[src/rtl/loop_ctrl_pkg.sv]
// Shared stage encoding for the ADPLL loop gain scheduler and the
// status logic that reads stage_o at the top level.
package loop_ctrl_pkg;

    localparam int STAGE_W = 2;

    localparam logic [STAGE_W-1:0] STG_IDLE = 2'd0;
    localparam logic [STAGE_W-1:0] STG_ACQ  = 2'd1;
    localparam logic [STAGE_W-1:0] STG_TRK  = 2'd2;
    localparam logic [STAGE_W-1:0] STG_LCK  = 2'd3;

endpackage

[src/rtl/run_length_counter.sv]
// run_length_counter: counts consecutive asserted samples and flags the
// sample that completes a run of TARGET.
//   gen_clk_i  in  clock
//   reset_i    in  asynchronous reset, active-high
//   clear_i    in  synchronous clear, wins over sample_i
//   sample_i   in  qualifying sample this cycle
//   hit_o      out combinational: this sample completes the run
// A deasserted sample restarts the run at zero.
module run_length_counter #(
    parameter int CNT_WIDTH = 8,
    parameter int TARGET    = 64
) (
    input  logic gen_clk_i,
    input  logic reset_i,
    input  logic clear_i,
    input  logic sample_i,
    output logic hit_o
);

    localparam logic [CNT_WIDTH-1:0] LAST = CNT_WIDTH'(TARGET - 1);

    logic [CNT_WIDTH-1:0] count_q;

    assign hit_o = sample_i && (count_q == LAST);

    always_ff @(posedge gen_clk_i or posedge reset_i) begin
        if (reset_i)       count_q <= '0;
        else if (clear_i)  count_q <= '0;
        else if (sample_i) count_q <= count_q + CNT_WIDTH'(1);
        else               count_q <= '0;
    end

endmodule

[src/rtl/loop_gain_scheduler.sv]
// loop_gain_scheduler: gear-shifting gain controller for the ADPLL PI
// loop filter. Steps IDLE -> ACQ -> TRK -> LCK once the phase error has
// stayed in-window for DWELL_COUNT consecutive samples per stage.
// Optional feature macro: LOOP_GAIN_SCHED_UNLOCK_EN -- when defined,
// UNLOCK_COUNT consecutive gross errors in LCK fall back to ACQ.
//   gen_clk_i      in  loop clock
//   reset_i        in  asynchronous reset, active-high
//   enable_i       in  run request; low returns to IDLE
//   error_i        in  signed phase error
//   kp_o / ki_o    out filter gains for the current stage
//   filter_rst_o   out holds the filter in reset (IDLE only)
//   stage_o        out 0 IDLE, 1 ACQ, 2 TRK, 3 LCK
//   locked_o       out high in LCK
//   gain_change_o  out pulse on ACQ->TRK, TRK->LCK, LCK->ACQ
//   lost_lock_o    out pulse on LCK->ACQ
// All outputs are registered from the next-stage decision.
module loop_gain_scheduler
    import loop_ctrl_pkg::*;
#(
    parameter int ERROR_WIDTH   = 5,
    parameter int KP_WIDTH      = 5,
    parameter int KI_WIDTH      = 7,
    parameter int KP_ACQ        = 8,
    parameter int KI_ACQ        = 16,
    parameter int KP_TRK        = 4,
    parameter int KI_TRK        = 4,
    parameter int KP_LCK        = 1,
    parameter int KI_LCK        = 1,
    parameter int LOCK_THRESH   = 2,
    parameter int DWELL_COUNT   = 64,
    parameter int UNLOCK_THRESH = 6,
    parameter int UNLOCK_COUNT  = 4,
    parameter int CNT_WIDTH     = 8
) (
    input  logic                   gen_clk_i,
    input  logic                   reset_i,
    input  logic                   enable_i,
    input  logic [ERROR_WIDTH-1:0] error_i,
    output logic [KP_WIDTH-1:0]    kp_o,
    output logic [KI_WIDTH-1:0]    ki_o,
    output logic                   filter_rst_o,
    output logic [STAGE_W-1:0]     stage_o,
    output logic                   locked_o,
    output logic                   gain_change_o,
    output logic                   lost_lock_o
);

    localparam int MAG_W = ERROR_WIDTH + 1;

    // Elaboration-time sanity of the configuration.
    if (DWELL_COUNT < 1 || UNLOCK_COUNT < 1 || UNLOCK_THRESH < LOCK_THRESH ||
        DWELL_COUNT > (1 << CNT_WIDTH) || UNLOCK_COUNT > (1 << CNT_WIDTH)) begin : g_bad_cfg
        $error("loop_gain_scheduler: inconsistent threshold/count parameters");
    end

    // One extra bit so the most-negative code has a representable magnitude
    // (2^(ERROR_WIDTH-1)), which then simply fails the window compare.
    logic [MAG_W-1:0] err_ext;
    logic [MAG_W-1:0] err_mag;
    logic             in_window;

    assign err_ext   = {error_i[ERROR_WIDTH-1], error_i};
    assign err_mag   = err_ext[MAG_W-1] ? (~err_ext + MAG_W'(1)) : err_ext;
    assign in_window = (err_mag <= MAG_W'(LOCK_THRESH));

    logic [STAGE_W-1:0] stage_q;
    logic [STAGE_W-1:0] stage_nx;
    logic               dwell_hit;
    logic               unlock_hit;
    logic               stage_chg;

    assign stage_chg = (stage_nx != stage_q);

    // Dwell runs only count in ACQ/TRK; in IDLE/LCK the counter is held clear.
    run_length_counter #(
        .CNT_WIDTH (CNT_WIDTH),
        .TARGET    (DWELL_COUNT)
    ) u_dwell (
        .gen_clk_i (gen_clk_i),
        .reset_i   (reset_i),
        .clear_i   (stage_chg || !(stage_q == STG_ACQ || stage_q == STG_TRK)),
        .sample_i  (in_window),
        .hit_o     (dwell_hit)
    );

`ifdef LOOP_GAIN_SCHED_UNLOCK_EN
    logic gross_err;
    assign gross_err = (err_mag > MAG_W'(UNLOCK_THRESH));

    run_length_counter #(
        .CNT_WIDTH (CNT_WIDTH),
        .TARGET    (UNLOCK_COUNT)
    ) u_unlock (
        .gen_clk_i (gen_clk_i),
        .reset_i   (reset_i),
        .clear_i   (stage_chg || (stage_q != STG_LCK)),
        .sample_i  (gross_err),
        .hit_o     (unlock_hit)
    );
`else
    assign unlock_hit = 1'b0;
`endif

    // Disable outranks every other transition.
    always_comb begin
        stage_nx = stage_q;
        if (!enable_i) begin
            stage_nx = STG_IDLE;
        end else begin
            case (stage_q)
                STG_IDLE: stage_nx = STG_ACQ;
                STG_ACQ:  if (dwell_hit)  stage_nx = STG_TRK;
                STG_TRK:  if (dwell_hit)  stage_nx = STG_LCK;
                STG_LCK:  if (unlock_hit) stage_nx = STG_ACQ;
                default:  stage_nx = STG_IDLE;
            endcase
        end
    end

    logic [KP_WIDTH-1:0] kp_nx;
    logic [KI_WIDTH-1:0] ki_nx;

    always_comb begin
        kp_nx = KP_WIDTH'(KP_ACQ);
        ki_nx = KI_WIDTH'(KI_ACQ);
        case (stage_nx)
            STG_TRK: begin kp_nx = KP_WIDTH'(KP_TRK); ki_nx = KI_WIDTH'(KI_TRK); end
            STG_LCK: begin kp_nx = KP_WIDTH'(KP_LCK); ki_nx = KI_WIDTH'(KI_LCK); end
            default: ;
        endcase
    end

    logic fall_back;
    assign fall_back = (stage_q == STG_LCK) && (stage_nx == STG_ACQ);

    always_ff @(posedge gen_clk_i or posedge reset_i) begin
        if (reset_i) begin
            stage_q       <= STG_IDLE;
            kp_o          <= KP_WIDTH'(KP_ACQ);
            ki_o          <= KI_WIDTH'(KI_ACQ);
            filter_rst_o  <= 1'b1;
            locked_o      <= 1'b0;
            gain_change_o <= 1'b0;
        end else begin
            stage_q       <= stage_nx;
            kp_o          <= kp_nx;
            ki_o          <= ki_nx;
            filter_rst_o  <= (stage_nx == STG_IDLE);
            locked_o      <= (stage_nx == STG_LCK);
            gain_change_o <= ((stage_q == STG_ACQ) && (stage_nx == STG_TRK)) ||
                             ((stage_q == STG_TRK) && (stage_nx == STG_LCK)) ||
                             fall_back;
        end
    end

`ifdef LOOP_GAIN_SCHED_UNLOCK_EN
    always_ff @(posedge gen_clk_i or posedge reset_i) begin
        if (reset_i) lost_lock_o <= 1'b0;
        else         lost_lock_o <= fall_back;
    end
`else
    assign lost_lock_o = 1'b0;
`endif

    assign stage_o = stage_q;

endmodule

[config.mk]
export PLATFORM = sky130hd
export DESIGN_NAME = loop_gain_scheduler
export DESIGN_NICKNAME = d
export VERILOG_FILES = /design/src/rtl/loop_ctrl_pkg.sv /design/src/rtl/run_length_counter.sv /design/src/rtl/loop_gain_scheduler.sv
export SDC_FILE = /design/constraint.sdc
export NUM_CORES = 1
export LEC_CHECK = 0
export CORE_MARGIN = 8
export CORE_UTILIZATION = 35
export CTS_CLUSTER_DIAMETER = 60
export CTS_CLUSTER_SIZE = 25
export DETAILED_ROUTE_END_ITERATION = 12
export HOLD_SLACK_MARGIN = 0.02
export PLACE_DENSITY_LB_ADDON = 0.05
export SLEW_MARGIN = 20
export SYNTH_ARGS = -nofsm -noshare
export SYNTH_HDL_FRONTEND = slang
export SYNTH_HIERARCHICAL = 1
export SYNTH_SLANG_ARGS = --single-unit
[constraint.sdc]
create_clock -name gen_clk_i -period 1.9 [get_ports gen_clk_i]
set_clock_uncertainty 0.1 [all_clocks]
set_input_delay 0.475 -clock gen_clk_i [delete_from_list [all_inputs] [get_ports gen_clk_i]]
set_output_delay 0.475 -clock gen_clk_i [all_outputs]
set_load 0.05 [all_outputs]
# [Word-level counts from Yosys, hierarchy flattened]
# Cells that the tools add are included.
[word_totals] inputBits=8 mem_count=0 latch_bits=0 out_inout_bits=18 ram_bits=0 register_bits=25 mem_bits_ro=0 word_cells=39
[classes] div=0 n_lt_le_gt_ge=1 reduce_logical=11 n_mul=0 muxes=9 eq_ne=8 shift=0 addsub=2 bitwise_logic=1
[op_table] cell="8-bit two-way mux" n=2
[op_table] cell="5-bit case mux with 2 select lines" n=1
[op_table] cell="8-bit by 1-bit adder with 8-bit output (second input constant)" n=1
[op_table] cell="2-bit equality test (second input constant)" n=4
[op_table] cell="8-bit by 6-bit equality test with 1-bit output (second input constant)" n=1
[op_table] cell="2-bit case mux with 4 select lines" n=1
[op_table] cell="4-bit case mux with 2 select lines" n=1
[op_table] cell="6-bit by 1-bit adder with 6-bit output (second input constant)" n=1
[op_table] cell="6-bit by 2-bit less-or-equal comparator with 1-bit output (second input constant)" n=1
[op_table] cell="2-bit two-way mux" n=3
[op_table] cell="6-bit two-way mux" n=1
[op_table] cell="6-bit NOT" n=1
[op_table] cell="2-bit by 1-bit equality test with 1-bit output (second input constant)" n=2
[op_table] cell="1-bit logical AND" n=4
[op_table] cell="2-bit logical NOT" n=2
[op_table] cell="1-bit logical OR" n=4
[op_table] cell="2-bit inequality test" n=1
[op_table] cell="1-bit logical NOT" n=1

# [Longest topological paths before layout]
# Gate-level depths: netlist (run 1).
[logic_depth] word_depth=12 ltp_mapped=12

# [By module]
# Netlist (run 1), hierarchy kept.
[by_module_without_submodules] module="loop_gain_scheduler" instances=1 seq_area_each_um2=177.7 area_per_inst_um2=605.6 cells_per_inst=64
[by_module_without_submodules] module="run_length_counter" instances=1 seq_area_each_um2=200.2 area_per_inst_um2=377.9 cells_per_inst=39

# [Least setup slack after synthesis (run 1)]
# Ideal clock, no wire load.
[synth_path] path_kind="input -> register" startpoint="in error_i[0]" endpoint="reg u_dwell.count_q[2]" arrival_time_ps=2416 setup_ps=125 path_stages=11 setup_slack_ps=-742 path_cell_list="inv_1 ha_1 a211oi_1 o31a_1 nand2_1 nor3_1 a211oi_1 o32ai_1 a221o_1 nand2b_1 nor2_1"
[synth_between] elab_chain_len=11 elab_cells_between_ends=13 classes_between="add/sub: 1; order compare: 1; eq/ne: 1; mux: 7; bitwise: 1; reduce/logical: 2"
[synth_rtl] item="start: declaration" line_no="loop_gain_scheduler.sv:38" text="input logic [ERROR_WIDTH-1:0] error_i,"
[synth_rtl] item="6-bit NOT" line_no="loop_gain_scheduler.sv:63" text="assign err_mag = err_ext[MAG_W-1] ? (~err_ext + MAG_W'(1)) : err_ext;"
[synth_rtl] item="6-bit by 1-bit adder with 6-bit output" line_no="loop_gain_scheduler.sv:63"
[synth_rtl] item="6-bit two-way mux (*)" line_no="loop_gain_scheduler.sv:63"
[synth_rtl] item="6-bit by 2-bit less-or-equal comparator with 1-bit output (*)" line_no="loop_gain_scheduler.sv:64" text="assign in_window = (err_mag <= MAG_W'(LOCK_THRESH));"
[synth_rtl] item="net in_window" line_no="loop_gain_scheduler.sv:60" text="logic in_window;"
[synth_rtl] item="1-bit logical AND (*)" line_no="run_length_counter.sv:24" text="assign hit_o = sample_i && (count_q == LAST);"
[synth_rtl] item="net dwell_hit" line_no="loop_gain_scheduler.sv:68" text="logic dwell_hit;"
[synth_rtl] item="2-bit two-way mux (on tied branches)" line_no="loop_gain_scheduler.sv:113, loop_gain_scheduler.sv:112"
[synth_rtl] item="2-bit case mux with 4 select lines (*)" line_no="loop_gain_scheduler.sv:110" text="case (stage_q)"
[synth_rtl] item="2-bit two-way mux (*)" line_no="loop_gain_scheduler.sv:107" text="if (!enable_i) begin"
[synth_rtl] item="2-bit inequality test (*)" line_no="loop_gain_scheduler.sv:72" text="assign stage_chg = (stage_nx != stage_q);"
[synth_rtl] item="1-bit logical OR (*)" line_no="loop_gain_scheduler.sv:81" text=".clear_i (stage_chg || !(stage_q == STG_ACQ || stage_q == STG_TRK)),"
[synth_rtl] item="8-bit two-way mux (*)" line_no="run_length_counter.sv:28" text="else if (clear_i) count_q <= '0;"
[synth_rtl] item="end signal: assignment" line_no="run_length_counter.sv:29" text="else if (sample_i) count_q <= count_q + CNT_WIDTH'(1);"
[synth_rtl] item="end: declaration" line_no="run_length_counter.sv:22" text="logic [CNT_WIDTH-1:0] count_q;"
# The timed path passes the listed nets; every way through them passes the cells marked *.

# [Final worst setup path (run 1)]
[layout_path] startpoint="in error_i[1]" endpoint="reg u_dwell.count_q[0]"
# Same word-level chain as after synthesis.

==> results of run 1 <==
-- repair_timing --
action	in CTS	in global routing
endpoints found under the setup margin	15	15
buffers inserted	2	1
pin swaps	12	12
gates resized for setup	19	17
endpoints found under the hold margin	0	0
cloned	0	0
-- sequential cells by signal (all words and copies together) (netlist names) --
| name | cells |
|---|---|
| u_dwell/count_q | 8 |
| stage_o | 2 |
| gain_change_o | 1 |
| filter_rst_o | 1 |
| kp_o | 2 |
| locked_o | 1 |
-- worst max-delay path by stage --
stage                     from                  to  slack (ns)  depth (start not counted)
floorplan           error_i[1]  u_dwell/count_q[0]       -0.52                         11
global placement    error_i[1]  u_dwell/count_q[0]       -1.16                         13
finish              error_i[1]  u_dwell/count_q[0]       -0.40                         12
CTS                 error_i[1]  u_dwell/count_q[4]       -0.42                         13
detailed placement  error_i[1]  u_dwell/count_q[0]       -1.25                         13
global route        error_i[1]  u_dwell/count_q[5]       -0.48                         12
-- power by group through the flow --
stage	logic, mW	registers [mW]	clock network, mW
2_1_floorplan	0.102	0.347	0
5_1_grt	0.206	0.331	0.211
3_3_place_gp	0.180	0.336	0
6_report	0.193	0.330	0.185
4_1_cts	0.188	0.330	0.194
3_5_place_dp	0.183	0.336	0
-- cell families after synthesis --
logic type	share of synthesized area [%]
xor+xnor	2.67
mux	2.54
other cells	0.381
fa+ha+maj	10.2
buf+inv	12.2
flops	38.4
compound gates	16.8
simple gates	16.8
-- final cells by class --
cell class | count | area (sq um) | share of cell area, %
clock inverter | 1 | 7.51 | 0.482
sequential | 15 | 378 | 24.2
tap | 31 | 38.8 | 2.49
inverter | 10 | 55.1 | 3.53
timing repair buffer | 46 | 443 | 28.4
multi-input combinational | 73 | 614 | 39.4
clock buffer | 3 | 22.5 | 1.44
-- cells in the final DEF (no fill, tap or decap), types with 2 or more instances in the layout --
cell / count
buf_4: 32
dfrtp_1: 13
inv_1: 8
ha_1: 7
conb_1: 7
nor2_1: 6
buf_12: 6
nand3_1: 5
a21oi_2: 4
o21ai_0: 4
nor2_4: 3
clkbuf_4: 3
buf_6: 3
or3_1: 3
nor2b_1: 2
or2_4: 2
nand2_1: 2
a211oi_2: 2
dfstp_2: 2
clkdlybuf4s50_1: 2
xor2_1: 2
-- per-layer routing --
metal  vias up  share of wire (%)  track usage, %
met1       400                 44            11.0
met2        11                 52            15.8
met5         -                  0               0
met3         2                2.8            2.15
met4         0                1.1            5.69
li1        425                  -               -
==> flow_summary_export.csv, run 1 <==
group,metric,value,unit
sta,holdWs,0.336,ns
logic_synthesis,yosys_warnings,6,
sta,post-route-period-util,121,%
logic_synthesis,synth_common_cells,"dfrtp_1 (13), buf_4 (11), inv_1 (10)",
place,place_area,0.00146,sq mm
place,post-dp-hpwl,1.82,mm
clocking,cts_buffers,3,
power_and_ir_drop,seq_power_share,46.6,%
floorplan,io_pins,26,
global_route,grt_first_pass_wirelength,4.00,mm
global_route,grt_usage,9.57,%
sta,fmax,435,MHz
setup_path,max_stage_delay,0.27,ns
global_route,grt_remaining_overflow,0,
power_and_ir_drop,swShare,30.4,%
layout,diodes,0,
place,place_inst,173,
drt,dr_total_vias,838,
drt,drtIter0Drc,44,
floorplan,die_area,0.00476,sq mm
status,status,"finished, violations left",
power_and_ir_drop,power.density,454,mW/mm^2
logic_synthesis,ys_ff_latch,15,
logic_synthesis,synth_top_flop_cell,"dfrtp_1",
logic_synthesis,ys_seq_area_share,38.4,%
logic_synthesis,avgSynthCellArea,9.55,sq um
power_and_ir_drop,p_leak,0.757,nW
setup_path,rr_worst_depth,8,
setup_path,rr_endpoint,"u_dwell/count_q[0]",
setup_path,rrSetupSlack,-0.09,ns
logic_synthesis,netlist-cell-type-count,36,
layout,final_area,0.00156,sq mm
layout,fin_cells,179,
logic_synthesis,synth_most_common_cell,"dfrtp_1",
sta,hold_viol,0,
power_and_ir_drop,combPwrFrac,27.2,%
place,post-place-ws,-1.25,ns
layout,fin_util,57.5,%
drt,routedWlPerCell,12.1,microns
drt,vias_per_cell,4.68,
clocking,postCtsHoldBufs,0,
place,gp_congestion,0.854,
logic_synthesis,synth_area_leader_cell,"dfrtp_1",
setup_path,crit_arrival,2.38,ns
floorplan,die_w,69.0,microns
setup_path,startpoint_type,"input pin",
sta,final.setup.tns,-4.22,ns
clocking,root_buffer,"clkbuf_4",
logic_synthesis,syn-instance-count,103,
setup_path,critical_path.slowest_cell,"nor3_4",
place,port_buffers,18,
clocking,clock_sinks,15,
setup_path,rr_startpoint,"u_dwell/count_q[6]",
logic_synthesis,synth.top_cell.area_share,33.1,%
setup_path,path_buf_inv,2,
global_route,antenna_found_initial,0,
flow_run,drv_cap,0,
setup_path,crit_fanout,7,
layout,fin_nets,165,
layout,drive_above_1_share,49.3,%
logic_synthesis,synth_edf_count,0,
power_and_ir_drop,fin_total_pwr,0.707,mW
layout,syn2layout_area_growth,58.5,%
sta,maxSlewViolCount,0,
drt,antenna_left,0,
global_route,grt_max_degree,11,
status,violations,"setup timing",
power_and_ir_drop,ir_drop,0.302,mV
floorplan,core_area,0.00271,sq mm
clocking,cts_max_level,1,
power_and_ir_drop,p_switching,0.215,mW
clocking,clock_latency,0.28,ns
floorplan,initial_core_util,36.3,%
logic_synthesis,syn_area,983,sq um
power_and_ir_drop,p_int,0.492,mW
setup_path,worst_path_most_repeated_cell,"a211oi_2",
sta,rsz0062_at_grt,"yes",
clocking,clk_pin_slew,0.10,ns
global_route,grt_pass1_vias,919,
setup_path,crit_required,1.98,ns
sta,period_needed,2.30,ns
hold_path,worst_hold_path_type,"input pin to asynchronous set/reset pin",
setup_path,worstPathCellList,"buf_12, inv_12, ha_4, a211oi_2, o31a_1, nand2_2, nor3_4, a211oi_2, o32ai_1, a221o_1, nand2b_4, nor2_1",
logic_synthesis,synth_area_leaders,"dfrtp_1 (33%), ha_1 (10%), buf_4 (8.4%)",
floorplan,die_h,69.0,microns
clocking,cts_tree,"done",
drt,routed_wl,2.17,mm
setup_path,critical_path_class,"input pin to register",
sta,finalSetupViolCount,13,
clocking,clockBufferDepth,2,
sta,timing.final.ws_setup,-0.397,ns
setup_path,critPathCaptureType,"register",
logic_synthesis,synthArstFlopShare,100,%
setup_path,cpLargestDelayFamily,"compound AO/OA/AOI/OAI gates",
floorplan,rows,19,
layout,nFillCells,256,
power_and_ir_drop,clock_power_share,26.2,%
drt,dr.pass1.iters,4,
drt,drc,0,
Power figures use the tool's default switching activity.
==> run 2: changes to the inputs <==
- SYNTH_HIERARCHICAL: 1 -> unset
==> run 2 against run 1 <==
Against the previous run:
- the flow still finishes with violations (setup timing)
- power is 2.5% higher
- clock power is 5% lower
- global-route usage is 1.6 points higher
- maximum frequency is 18% higher
- worst setup slack better by 0.35 ns
- non-clock buffer count is 2 higher
- via count is 13% higher
- first-iteration DRC count is 57% lower
- final area is 10% higher
- critical path type is now register to register
- critical endpoint is now u_dwell.count_q[1]
- largest power group unchanged
==> flow_summary_export.csv, run 2 <==
group,metric,value,unit
clocking,clockBufferDepth,2,
global_route,grt_first_pass_wirelength,4.55,mm
place,place_inst,177,
logic_synthesis,synth_top_flop_cell,"dfrtp_1",
clocking,clock_sinks,15,
layout,final_common_cell,"buf_4",
logic_synthesis,ys_seq_area_share,35.5,%
sta,post-route-period-util,102,%
layout,syn2layout_area_growth,61.6,%
logic_synthesis,synth_edf_count,0,
sta,slew_headroom,63.4,%
logic_synthesis,netlist-cell-type-count,38,
drt,dr.pass1.iters,4,
global_route,grt_usage,11.1,%
status,status,"finished, violations left",
setup_path,worstPathCellList,"ha_1, and4_4, o2111a_2, nand4_4, a2111oi_4, buf_6, nor3b_2",
sta,final.setup.tns,-0.280,ns
logic_synthesis,synth_area_leader_cell,"dfrtp_1",
sta,fmax,515,MHz
floorplan,die_area,0.00506,sq mm
global_route,grt_max_degree,16,
floorplan,die_h,71.2,microns
logic_synthesis,synth_area_leaders,"dfrtp_1 (31%), ha_1 (8.2%), buf_4 (7.8%)",
layout,drive_above_1_share,56.1,%
drt,drtIter0Drc,19,
logic_synthesis,ys_ff_latch,15,
setup_path,crit_required,1.97,ns
clocking,clk_pin_slew,0.08,ns
logic_synthesis,synth.top_cell.area_share,30.6,%
logic_synthesis,syn_area,0.00106,sq mm
setup_path,crit_fanout,8,
place,port_buffers,18,
clocking,root_buffer,"clkbuf_4",
sta,maxSlewViolCount,0,
sta,hold_viol,0,
power_and_ir_drop,p_int,0.503,mW
drt,dr_total_vias,944,
setup_path,crit_arrival,2.01,ns
floorplan,io_pins,26,
floorplan,die_w,71.2,microns
drt,routedWlPerCell,14.2,microns
place,gp_congestion,0.846,
drt,routed_wl,2.67,mm
power_and_ir_drop,combPwrFrac,30.3,%
floorplan,core_area,0.00298,sq mm
logic_synthesis,synth_common_cells,"dfrtp_1 (13), buf_4 (11), nor2_1 (9), nor3_1 (9), inv_1 (8)",
logic_synthesis,avgSynthCellArea,9.77,sq um
power_and_ir_drop,ir_drop,0.415,mV
setup_path,cpLargestDelayFamily,"compound AO/OA/AOI/OAI gates",
layout,fin_nets,171,
layout,fin_cells,188,
power_and_ir_drop,clock_power_share,24.3,%
setup_path,path_buf_inv,1,
drt,drc,0,
floorplan,rows,20,
sta,finalSetupViolCount,8,
logic_synthesis,synth_most_common_cell,"dfrtp_1",
layout,regMostFlops,"u_dwell.count_q",
global_route,grt_remaining_overflow,0,
logic_synthesis,synthArstFlopShare,100,%
power_and_ir_drop,power.density,421,mW/mm^2
place,post-dp-hpwl,2.00,mm
sta,timing.final.ws_setup,-0.0423,ns
logic_synthesis,syn-instance-count,109,
sta,rsz0062_at_grt,"yes",
global_route,antenna_found_initial,0,
status,violations,"setup timing",
clocking,clock_latency,0.28,ns
setup_path,startpoint_type,"register",
setup_path,critical_path.slowest_cell,"dfrtp_1",
flow_run,drv_cap,0,
floorplan,initial_core_util,35.8,%
hold_path,worst_hold_path_type,"input pin to asynchronous set/reset pin",
clocking,cts_buffers,3,
power_and_ir_drop,seq_power_share,45.5,%
layout,nFillCells,267,
setup_path,critPathCaptureType,"register",
clocking,postCtsHoldBufs,0,
layout,diodes,0,
clocking,cts_max_level,1,
setup_path,critical_path_class,"register to register",
sta,period_needed,1.94,ns
global_route,grt_pass1_vias,979,
layout,largest_reg_flops,8,
power_and_ir_drop,p_leak,0.779,nW
drt,antenna_left,0,
drt,vias_per_cell,5.02,
logic_synthesis,yosys_warnings,0,
layout,final_cell_mix,"buf_4 (33), dfrtp_1 (11), nor3_2 (8)",
setup_path,max_stage_delay,0.36,ns
sta,tightest_slew,0.548,ns
power_and_ir_drop,swShare,30.6,%
power_and_ir_drop,p_switching,0.221,mW
clocking,cts_tree,"done",
==> run 2: cell count changes after synthesis, sizes merged, moves of 3 or more <==
| cell | before | now |
|---|---|---|
| a21oi | 5 | 2 |
| o21ai | 5 | 0 |
| nor3 | 1 | 10 |
| mux2i | 1 | 4 |
==> run 2: cell type report <==
cell class,instances,area [sq um],area share [%]
Inverter,8,47.5,2.76
Clock buffer,4,26.3,1.53
Timing Repair Buffer,48,469,27.3
Multi-Input combinational cell,80,756,43.9
Sequential cell,15,380,22.1
Tap cell,33,41.3,2.40
==> run 2: per-stage QoR <==
step | utilization (%) | hold WS (ns) | area (sq um) | total power [mW] | worst slack, ns
final | 57.8 | 0.445 | 1720 | 0.725 | -0.0423
after global routing | 57.8 | 0.491 | 1720 | 0.763 | -0.130
after CTS | 56.7 | 0.463 | 1690 | 0.726 | -0.124
after detailed placement | 50.5 | 0.427 | 1500 | 0.525 | -0.795
after global placement | 50.5 | 0.423 | 1500 | 0.524 | -0.773
after floorplan | - | 0.275 | 1170 | 0.457 | -0.131
==> run 2: per-layer routing <==
layer  share of wire [%]  vias to the layer above  global-route usage, %  wire length, microns
met3                 5.5                        4                   4.24                   147
li1                    -                      461                      -                     -
met5                   0                        -                      0                     0
met2                  53                       19                   19.4                  1410
met1                  41                      460                   12.2                  1090
met4                 1.2                        0                   3.00                    31
==> run 2: final timing paths <==
| path | startpoint | endpoint | slack (ns) | cells past startpoint |
|---|---|---|---|---|
| worst max register to register | u_dwell.count_q[0] | u_dwell.count_q[1] | -0.04 | 7 |
| worst min register to register | u_dwell.count_q[0] | u_dwell.count_q[0] | 0.53 | 3 |
| min in group gen_clk_i | u_dwell.count_q[0] | u_dwell.count_q[0] | 0.53 | 3 |
| max in group asynchronous | reset_i | stage_o[1] | 0.86 | 2 |
| worst max-delay path | u_dwell.count_q[0] | u_dwell.count_q[1] | -0.04 | 7 |
| worst min-delay path | reset_i | kp_o[2] | 0.45 | 2 |
==> run 2: kinds of logic after synthesis <==
logic type / Yosys count / synth area share [%]
xor+xnor: 6 / 4.94
buf+inv: 20 / 11.0
fa+ha+maj: 7 / 8.23
mux: 5 / 4.82
compound gates: 12 / 12.9
simple gates: 43 / 22.2
other cells: 1 / 0.352
flops: 15 / 35.5
==> run 2: power groups by stage <==
stage          combinational [mW]  sequential [mW]  clock [mW]
6_report                    0.219            0.330       0.176
5_1_grt                     0.234            0.331       0.197
4_1_cts                     0.213            0.330       0.182
3_5_place_dp                0.189            0.336           0
3_3_place_gp                0.188            0.336           0
2_1_floorplan               0.109            0.348           0
==> run 2: timing repair <==
item	in CTS	in global routing
resized for setup	33	11
setup buffers	6	3
setup endpoints to repair	15	15
pin swaps	12	6
